## config.mk

```make
export PLATFORM = sky130hd
export DESIGN_NAME = mem_stage_ctl
export DESIGN_NICKNAME = d
export VERILOG_FILES = /design/src/rtl/mem_stage_ctl.sv
export SDC_FILE = /design/constraint.sdc
export NUM_CORES = 1
export LEC_CHECK = 0
export CAP_MARGIN = 10
export CORE_MARGIN = 1.5
export CORE_UTILIZATION = 39
export DETAILED_ROUTE_END_ITERATION = 8
export PLACE_DENSITY = 0.82
export SLEW_MARGIN = 20
export SYNTH_ARGS = -nofsm -noshare
export SYNTH_HDL_FRONTEND = slang
export SYNTH_SLANG_ARGS = --single-unit
```

## constraint.sdc

```tcl
create_clock -name clk -period 2.21 [get_ports clk]
set_input_delay 0.221 -clock clk [delete_from_list [all_inputs] [get_ports clk]]
set_output_delay 0.221 -clock clk [all_outputs]
set_load 0.1 [all_outputs]
```

## src/rtl/mem_stage_ctl.sv

```systemverilog
// MEM-stage controller: issues data-cache load/store over req/ack and holds the MEM/WB pipeline register.
// Latency: non-memop 1 cycle; memop acked N cycles after the request costs N stall cycles.
// Backpressure: stall freezes upstream stages while an access is outstanding; it drops in the ack/timeout cycle.
module mem_stage_ctl #(
    parameter int unsigned ACK_TIMEOUT = 255
) (
    input  logic        clk,
    input  logic        rst,
    input  logic [15:0] pc_in,
    input  logic [15:0] alu_in,
    input  logic [15:0] data_in,
    input  logic [3:0]  rd_addr_in,
    input  logic [1:0]  mem_signals_in,
    input  logic [2:0]  wb_signals_in,
    output logic        dc_req,
    output logic        dc_we,
    output logic [15:0] dc_addr,
    output logic [15:0] dc_wdata,
    input  logic [15:0] dc_rdata,
    input  logic        dc_ack,
    output logic        stall,
    output logic [15:0] pc_out,
    output logic [15:0] alu_out,
    output logic [15:0] mem_data_out,
    output logic [3:0]  rd_addr_out,
    output logic [2:0]  wb_signals_out,
    output logic        wb_valid,
    output logic        bus_err
);

    localparam logic [7:0] TMO = 8'(ACK_TIMEOUT);

    typedef enum logic {
        ST_IDLE = 1'b0,
        ST_WAIT = 1'b1
    } state_t;

    state_t      state_q, state_d;
    logic [7:0]  cnt_q, cnt_d;
    logic [15:0] pc_q, pc_d, alu_q, alu_d, md_q, md_d;
    logic [3:0]  rd_q, rd_d;
    logic [2:0]  wb_q, wb_d;
    logic        vld_q, vld_d;
    logic        err_q, err_d;

    logic memop, is_load, is_store, timeout, done;

    // Decode of the EX/MEM control and completion of the outstanding access.
    always_comb begin
        memop    = |mem_signals_in;
        is_store = mem_signals_in[1];
        is_load  = (mem_signals_in == 2'b01);
        timeout  = (state_q == ST_WAIT) && (cnt_q == TMO) && !dc_ack;
        done     = (state_q == ST_WAIT) && (dc_ack || timeout);
    end

    // Cache request and stall are Mealy outputs, forced low by reset without waiting for a clock.
    always_comb begin
        dc_req   = rst && (((state_q == ST_IDLE) && memop) || ((state_q == ST_WAIT) && !timeout));
        dc_we    = is_store;
        dc_addr  = alu_in;
        dc_wdata = data_in;
        stall    = rst && memop && !done;
    end

    // Next state, wait counter, MEM/WB register and sticky bus error.
    always_comb begin
        state_d = state_q;
        cnt_d   = cnt_q;
        pc_d    = pc_q;
        alu_d   = alu_q;
        md_d    = md_q;
        rd_d    = rd_q;
        wb_d    = wb_q;
        vld_d   = vld_q;
        err_d   = err_q || (mem_signals_in == 2'b11);
        case (state_q)
            ST_IDLE: begin
                if (!memop) begin
                    pc_d  = pc_in;
                    alu_d = alu_in;
                    rd_d  = rd_addr_in;
                    wb_d  = wb_signals_in;
                    md_d  = 16'h0000;
                    vld_d = 1'b1;
                end else begin
                    // Bubble: only validity and WB control are cleared, data fields hold.
                    vld_d   = 1'b0;
                    wb_d    = 3'b000;
                    state_d = ST_WAIT;
                    cnt_d   = 8'd0;
                end
            end
            ST_WAIT: begin
                if (done) begin
                    pc_d    = pc_in;
                    alu_d   = alu_in;
                    rd_d    = rd_addr_in;
                    wb_d    = wb_signals_in;
                    vld_d   = 1'b1;
                    state_d = ST_IDLE;
                    if (!is_load) begin
                        md_d = 16'h0000;
                    end else if (timeout) begin
                        md_d = 16'hFFFF;
                    end else begin
                        md_d = dc_rdata;
                    end
                    if (timeout) begin
                        err_d = 1'b1;
                    end
                end else begin
                    vld_d = 1'b0;
                    wb_d  = 3'b000;
                    // Saturate so a misconfigured timeout can never wrap back to zero.
                    if (cnt_q != 8'hFF) begin
                        cnt_d = cnt_q + 8'd1;
                    end
                end
            end
            default: state_d = ST_IDLE;
        endcase
    end

    // State and MEM/WB register update; reset abandons any outstanding access.
    always_ff @(posedge clk or negedge rst) begin
        if (!rst) begin
            state_q <= ST_IDLE;
            cnt_q   <= 8'd0;
            pc_q    <= 16'h0000;
            alu_q   <= 16'h0000;
            md_q    <= 16'h0000;
            rd_q    <= 4'h0;
            wb_q    <= 3'b000;
            vld_q   <= 1'b0;
            err_q   <= 1'b0;
        end else begin
            state_q <= state_d;
            cnt_q   <= cnt_d;
            pc_q    <= pc_d;
            alu_q   <= alu_d;
            md_q    <= md_d;
            rd_q    <= rd_d;
            wb_q    <= wb_d;
            vld_q   <= vld_d;
            err_q   <= err_d;
        end
    end

    // Register outputs.
    always_comb begin
        pc_out         = pc_q;
        alu_out        = alu_q;
        mem_data_out   = md_q;
        rd_addr_out    = rd_q;
        wb_signals_out = wb_q;
        wb_valid       = vld_q;
        bus_err        = err_q;
    end

endmodule

```

==> results.cfg, run 1 <==
[clock_network]
clockBufferDepth = 2
cts-root-buf = clkbuf_8
cts.sinks = 66
htree_levels = 3
clk_latency_ns = 0.34
cts_tree = built
numCtsBuffers = 9
clk_pin_slew_ns = 0.07

[setup_path]
r2r_slack_ns = 0.28
cp-startpoint = cnt_q[0]
critPathSlowestCell = dfrtp_1
critPathKind = reg2out
critPathLaunchType = flip-flop
crit_fanout = 6
cp_num_buf_inv = 1
worstReg2RegStart = cnt_q[0]
cp.arrival_ns = 1.84
max_stage_delay_ns = 0.39
cp.required_ns = 1.99
worstPathCellList = ha_2 > nand3_4 > nor3_2 > nand3_1 > o311a_1 > buf_12
critPathCaptureType = output port
crit_family = simple AND/OR/NAND/NOR gates

[global_route]
grt_pass1_wl_um = 11000
grt.overflow.total = 0
grt_pass1_vias = 2090
grt_antenna_before_repair = 0
grt_max_degree = 38
grt_usage = 0.170

[floorplan]
core_mm2 = 0.00737
die_area_mm2 = 0.00829
die_w_um = 91.1
ios = 168
start_util = 0.411
die_y_um = 91.1
rows = 31

[placed_design]
port_buffers = 135
place.gp.congestion = 0.819
placed_area_mm2 = 0.00409
dp_hpwl_um = 4940
dp_cells = 416

[yosys]
yosysTopAreaCellShare = 0.546
ys_top_cells_by_count = 66 x dfrtp_1, 34 x buf_4, 20 x mux2_4, 16 x a221o_1, 16 x mux2_2
seq_area_frac_synth = 0.546
synth_cell_types = 38
avgSynthCellArea_um2 = 14.0
synth_most_common_cell = dfrtp_1
syn_nets = 293
syn-cell-area_mm2 = 0.00303
netlist_top_cells_area = dfrtp_1 55%, mux2_4 9.9%, buf_4 8.4%, mux2_2 6.0%, a221o_1 5.3%
ys.flop_type = dfrtp_1
ys_ff_latch = 66
synth_warnings = 0
syn_inst = 216
synth_edf_count = 0
async_flop_share = 1.00
synth_top_cell_by_area = dfrtp_1

[finish]
areaGrowthSynthToFinish_pct = 44.6
drive_gt1_frac = 0.446
n_antenna_cell = 0
fin_cells = 433
fin_nets = 406
stdcell_area_mm2 = 0.00438
utilization = 0.594

[routing]
wl_per_cell_um = 15.7
detail_route.vias_per_cell = 4.91
dr_total_vias = 2124
firstDrtPassIters = 4
drt_iter0_drc = 75
ant_nets = 0
wl_um = 6800
drcViolationCount = 0

[power_and_ir_drop]
ir_worst_vdd_v = 0.000409
netSwitchingPower_mw = 3.14
power_frac_comb = 0.520
finalPower_mw = 6.41
power_leakage_nw = 2.04
internal-power_mw = 3.27
sw_frac_of_total = 0.490
pwr_density_cell_mw_per_mm2 = 1470
power_frac_clock = 0.212
p_seq_frac = 0.267

[sta]
min_period_over_period = 0.931
tightest_slew_ns = 0.549
period_needed_ns = 2.06
setup_tns_ns = 0
finalClockSkew_ns = 0.00907
clock.fmax_mhz = 486
setup_viol = 0
slew_violations = 0
maxSlewHeadroom = 0.634
rsz0062_at_grt = no
finalHoldViolCount = 0

[min_path]
hp-start = data_in[10]
hold_path.class = in2out

[run_status]
status = finished, final reports clean

[run]
cap_viol_max_count = 0
per-layer routing:
layer  GRT usage  part of all wire
met5           0                 0
met2       0.264              0.47
met4      0.0625             0.014
met3      0.0486             0.074
met1       0.225              0.44
flip-flops by register name, summed over array words and instances, names as in the netlist:
| signal | flops |
|---|---|
| alu_out | 16 |
| bus_err | 1 |
| cnt_q | 8 |
| mem_data_out | 16 |
| pc_out | 16 |
| rd_addr_out | 4 |
| state_q | 1 |
| wb_signals_out | 3 |
| wb_valid | 1 |
logic make-up (layout without fill, tap and decap cells):
kind of cell | count (synthesis) | count (layout) | share of synthesized area
adder cells (fa/ha/maj) | 1 | 1 | 0.00413
AO/OA/AOI/OAI | 35 | 35 | 0.0988
flip-flops | 66 | 66 | 0.546
multiplexers | 38 | 38 | 0.165
AND/OR/NAND/NOR | 28 | 28 | 0.0587
buffers and inverters | 48 | 166 | 0.127
through the flow:
step	hold slack [ns]	setup WS, ns
floorplan	-0.0746	0.264
global placement	0.298	0.258
detailed placement	0.306	0.230
CTS	0.435	0.0580
global route	0.442	0.0349
finish	0.442	0.152
cell usage in the layout (no fill, tap or decap), types with 2 or more instances in the layout:
cell / instances
buf_4: 81
dfrtp_1: 65
clkdlybuf4s50_1: 58
mux2_4: 20
a221o_1: 16
mux2_2: 16
clkbuf_8: 10
nand2_1: 7
o21ai_0: 5
buf_12: 5
bufinv_16: 4
nand4_1: 3
and3_1: 3
inv_1: 3
o211ai_1: 3
nand2b_1: 2
nand3_1: 2
mux2i_1: 2
nor2_1: 2
a31oi_1: 2
and2_1: 2
clkinv_4: 2
power groups by stage:
stage,combinational (mW),clock (mW),sequential (mW)
final,3.34,1.36,1.71
after global routing,3.43,1.45,1.76
after CTS,3.35,1.41,1.71
after detailed placement,3.34,0,1.73
after global placement,3.32,0,1.72
after floorplan,0.950,0,3.54
path summary, 6_finish.rpt:
check / to / cells after the start
min: dc_wdata[10] / 0
min reg2reg: bus_err / 2
max: dc_req / 6
max reg2reg: rd_addr_out[2] / 7
min in group asynchronous: cnt_q[6] / 3
max in group asynchronous: alu_out[9] / 3
repair_timing:
action                                  4_1_cts  5_1_grt
hold buffers                                  1        0
setup buffers                                 0        0
gates resized for setup                       0        2
hold endpoints to repair                     66        0
endpoints found under the setup margin        0        1
cell type report:
class | instances | area, um^2
Clock inverter | 6 | 138
Tap cell | 99 | 124
Fill cell | 589 | 2990
Multi-Input combinational cell | 102 | 1000
Timing Repair Buffer | 146 | 1300
Inverter | 4 | 17.5
Clock buffer | 10 | 138
Sequential cell | 66 | 1650
Note: power is estimated with default switching activity, not from simulation.
==> run 2, diff against run 1 <==
- HOLD_SLACK_MARGIN: unset -> 0.08
- clock period: 2.21 -> 2.25 ns (I/O delays scaled with it)
==> run 2 against run 1 <==
First-iteration DRC count shrank 48%. Clock skew grew 0.0012 ns. Worst setup slack gained 0.072 ns. Count of clock-buffer cells in the layout is the same. Die area is the same. Highest routed layer unchanged.
==> results.cfg, run 2 (synthesized netlist as in run 1, its figures left out) <==
[run_status]
status = finished, final reports clean

[routing]
wl_um = 6520
drcViolationCount = 0
dr_total_vias = 2121
detail_route.vias_per_cell = 4.91
ant_nets = 0
wl_per_cell_um = 15.1
firstDrtPassIters = 4
drt_iter0_drc = 39

[sta]
slew_violations = 0
maxSlewHeadroom = 0.614
min_period_over_period = 0.901
tightest_slew_ns = 0.579
rsz0062_at_grt = no
setup_viol = 0
clock.fmax_mhz = 494
worst_slack_ns = 0.224
finalClockSkew_ns = 0.0103
period_needed_ns = 2.03
finalHoldViolCount = 0
setup_tns_ns = 0

[setup_path]
max_stage_delay_ns = 0.37
crit_family = simple AND/OR/NAND/NOR gates
critPathKind = reg2out
critPathLaunchType = flip-flop
crit_fanout = 6
cp.arrival_ns = 1.80
cp_num_buf_inv = 1
critPathCaptureType = output port
worstPathCellList = ha_1 > nand3_4 > nor3_2 > nand3_1 > o311a_1 > buf_12
critPathSlowestCell = dfrtp_1
cp.required_ns = 2.03

[placed_design]
place.gp.congestion = 0.810
dpl_worst_slack_ns = 0.238
placed_area_mm2 = 0.00408
port_buffers = 135
dp_hpwl_um = 4870
dp_cells = 415

[floorplan]
die_area_mm2 = 0.00829
die_y_um = 91.1
die_w_um = 91.1
core_mm2 = 0.00737
start_util = 0.411
ios = 168
rows = 31

[finish]
final_common_cell = buf_4
areaGrowthSynthToFinish_pct = 40.5
fin_nets = 405
n_antenna_cell = 0
drive_gt1_frac = 0.438
stdcell_area_mm2 = 0.00425
final_cell_mix = 80 x buf_4, 65 x dfrtp_1, 58 x clkdlybuf4s50_1
fin_cells = 432

[power_and_ir_drop]
ir_worst_vdd_v = 0.000376
sw_frac_of_total = 0.529
power_frac_comb = 0.564
netSwitchingPower_mw = 3.05
power_leakage_nw = 1.99
internal-power_mw = 2.71
power_frac_clock = 0.143
pwr_density_cell_mw_per_mm2 = 1360
p_seq_frac = 0.292

[global_route]
grt_antenna_before_repair = 0
grt_usage = 0.161
grt_pass1_wl_um = 10500
grt_max_degree = 38
grt_pass1_vias = 2095
grt.overflow.total = 0

[clock_network]
cts_tree = built
cts_setup_buffers = 0
clk_pin_slew_ns = 0.07
clk_latency_ns = 0.34
htree_levels = 3
cts-root-buf = clkbuf_8
clockBufferDepth = 2
numCtsBuffers = 9
cts.sinks = 66

[run]
cap_viol_max_count = 0

[min_path]
hold_path.class = in2out
[run 2: layout make-up]
cell class | instances | area (um^2)
Fill cell | 604 | 3120
Multi-Input combinational cell | 102 | 1000
Clock inverter | 6 | 33.8
Timing Repair Buffer | 145 | 1300
Tap cell | 99 | 124
Sequential cell | 66 | 1650
Clock buffer | 10 | 128
Inverter | 4 | 17.5
[run 2: per-stage QoR]
stage                     hold WS [ns]  utilization  power, mW
final                            0.450        0.577       5.76
after global routing             0.450        0.577       5.98
after floorplan                -0.0706            -       4.41
after detailed placement         0.299        0.553       4.97
after global placement           0.297        0.553       4.93
after CTS                        0.450        0.577       5.81
[run 2: power by group through the flow]
| stage | registers (mW) | clock network (mW) | logic, mW |
|---|---|---|---|
| finish | 1.68 | 0.827 | 3.25 |
| global route | 1.73 | 0.907 | 3.35 |
| CTS | 1.68 | 0.856 | 3.27 |
| detailed placement | 1.71 | 0 | 3.26 |
| global placement | 1.70 | 0 | 3.23 |
| floorplan | 3.48 | 0 | 0.933 |
[run 2: final timing paths]
kind | from | endpoint | slack [ns] | depth (start not counted)
min in group asynchronous | rst | mem_data_out[10] | 0.46 | 3
max reg2reg | cnt_q[0] | alu_out[6] | 0.27 | 7
max in group asynchronous | rst | alu_out[6] | 1.43 | 3
max | cnt_q[0] | dc_req | 0.22 | 6
min reg2reg | bus_err | bus_err | 0.49 | 2
min | data_in[10] | dc_wdata[10] | 0.45 | 0
[run 2: repair_timing]
action | in CTS | in global routing
hold buffers | 1 | 0
hold endpoints to repair | 66 | 0
endpoints found under the setup margin | 0 | 1
gates resized for setup | 0 | 1
[run 2: layer usage]
layer,wire (um),GRT usage
met5,0,0
met4,167,0.0677
met3,551,0.0578
met2,2990,0.248
met1,2820,0.206
==> run 3, diff against run 2 <==
- CORE_UTILIZATION: 39 -> 40
- CTS_BUF_LIST: unset -> sky130_fd_sc_hd__clkbuf_8
- PLACE_DENSITY: 0.82 -> 0.84
- SLEW_MARGIN: 20 -> 0
- clock period: 2.25 -> 1.95 ns (I/O delays scaled with it)
==> run 3 against run 2 <==
Worst setup slack lost 0.14 ns. Die area shrank 2.4%. Combinational power grew 20%. Register-to-register slack lost 0.19 ns. Cell count grew 2.8%. Final area grew 8.6%. Routed wire length grew 9.7%.
==> results.cfg, run 3 (synthesized netlist as in run 1, its figures left out) <==
[routing]
drcViolationCount = 0
firstDrtPassIters = 4
wl_um = 7160
detail_route.vias_per_cell = 4.88
dr_total_vias = 2166
wl_per_cell_um = 16.1
drt_iter0_drc = 44
ant_nets = 0

[power_and_ir_drop]
power_leakage_nw = 2.15
finalPower_mw = 7.05
pwr_density_cell_mw_per_mm2 = 1530
ir_worst_vdd_v = 0.000520

[placed_design]
placed_area_mm2 = 0.00430
dp_hpwl_um = 5270
place.gp.congestion = 0.812
port_buffers = 135
dpl_worst_slack_ns = 0.0517
dp_cells = 418

[global_route]
grt_max_degree = 36
grt_pass1_wl_um = 12000
grt.overflow.total = 0
grt_usage = 0.189
grt_antenna_before_repair = 0
grt_pass1_vias = 2302

[setup_path]
critPathKind = reg2reg
critPathLaunchType = flip-flop
cp.required_ns = 2.17
critPathCaptureType = flip-flop
cp.arrival_ns = 2.09
crit_fanout = 17

[floorplan]
core_mm2 = 0.00729
die_area_mm2 = 0.00809
die_w_um = 90.0
rows = 31
start_util = 0.415
die_y_um = 90.0
ios = 168

[finish]
fin_nets = 417
n_fill_cell = 566
fin_cells = 444
stdcell_area_mm2 = 0.00462
n_antenna_cell = 0
final_cell_mix = 76 x buf_4, 65 x dfrtp_1, 58 x clkdlybuf4s50_1
areaGrowthSynthToFinish_pct = 52.6
drive_gt1_frac = 0.467
final_common_cell = buf_4

[sta]
setup_viol = 0
clock.fmax_mhz = 535
holdWs_ns = 0.390
slew_violations = 0
tightest_slew_ns = 0.561
period_needed_ns = 1.87
finalHoldViolCount = 0
finalClockSkew_ns = 0.00529
maxSlewHeadroom = 0.626
min_period_over_period = 0.959
worst_slack_ns = 0.0799

[clock_network]
clk_latency_ns = 0.34
cts.sinks = 66
numCtsBuffers = 9
clockBufferDepth = 2
htree_levels = 3
clk_pin_slew_ns = 0.07
cts-root-buf = clkbuf_8
cts_tree = built

[min_path]
hold_path.class = in2out

[run_status]
status = finished, final reports clean

[run]
cap_viol_max_count = 0
[run 3: final timing paths]
check,slack [ns],endpoint,startpoint,depth (start not counted)
setup / recovery,0.08,pc_out[12],cnt_q[1],8
min in group asynchronous,0.44,mem_data_out[3],rst,3
hold reg to reg,0.51,alu_out[4],alu_out[4],1
hold / removal,0.39,dc_wdata[11],data_in[11],0
max in group asynchronous,1.16,state_q,rst,3
setup reg to reg,0.08,pc_out[12],cnt_q[1],8
[run 3: power breakdown]
part | switching [mW] | internal (mW)
logic | 2.83 | 1.08
clock network | 0.537 | 0.667
registers | 0.239 | 1.70
[run 3: layer usage]
metal  wire (um)  vias to the layer above  GRT usage
met1        3020                     1027      0.234
met5           0                        -          0
met2        3410                      111      0.306
met3         549                       23     0.0618
li1            -                     1005          -
met4         169                        0     0.0767
[run 3: cell type report]
type,instances,area [um^2],area share
tap,99,124,0.0268
clock inverter,5,60.1,0.0130
multi-input combinational,102,1020,0.222
clock buffer,11,151,0.0328
inverter,4,17.5,0.00380
sequential,66,1650,0.358
timing repair buffer,157,1590,0.344
[run 3: stage by stage]
| stage | utilization | setup TNS (ns) |
|---|---|---|
| 2_1_floorplan | - | 0 |
| 3_3_place_gp | 0.590 | 0 |
| 3_5_place_dp | 0.590 | 0 |
| 4_1_cts | 0.624 | 0 |
| 5_1_grt | 0.633 | -0.0534 |
| 6_report | 0.633 | 0 |
[run 3: repair_timing]
action / 4_1_cts / 5_1_grt
hold endpoints to repair: 66 / 0
hold buffers: 1 / 0
buffers inserted: 1 / 8
gates resized for setup: 4 / 1
pin swaps: 0 / 2
setup endpoints to repair: 1 / 1
[run 3: worst max-delay path, cell delays in order (launching register included)]
cell      delay (ns)
dfrtp_1         0.40
ha_4            0.17
nand3_4         0.10
buf_4           0.17
o21bai_4        0.17
nand2_4         0.07
inv_4           0.14
buf_12          0.19
mux2_2          0.35
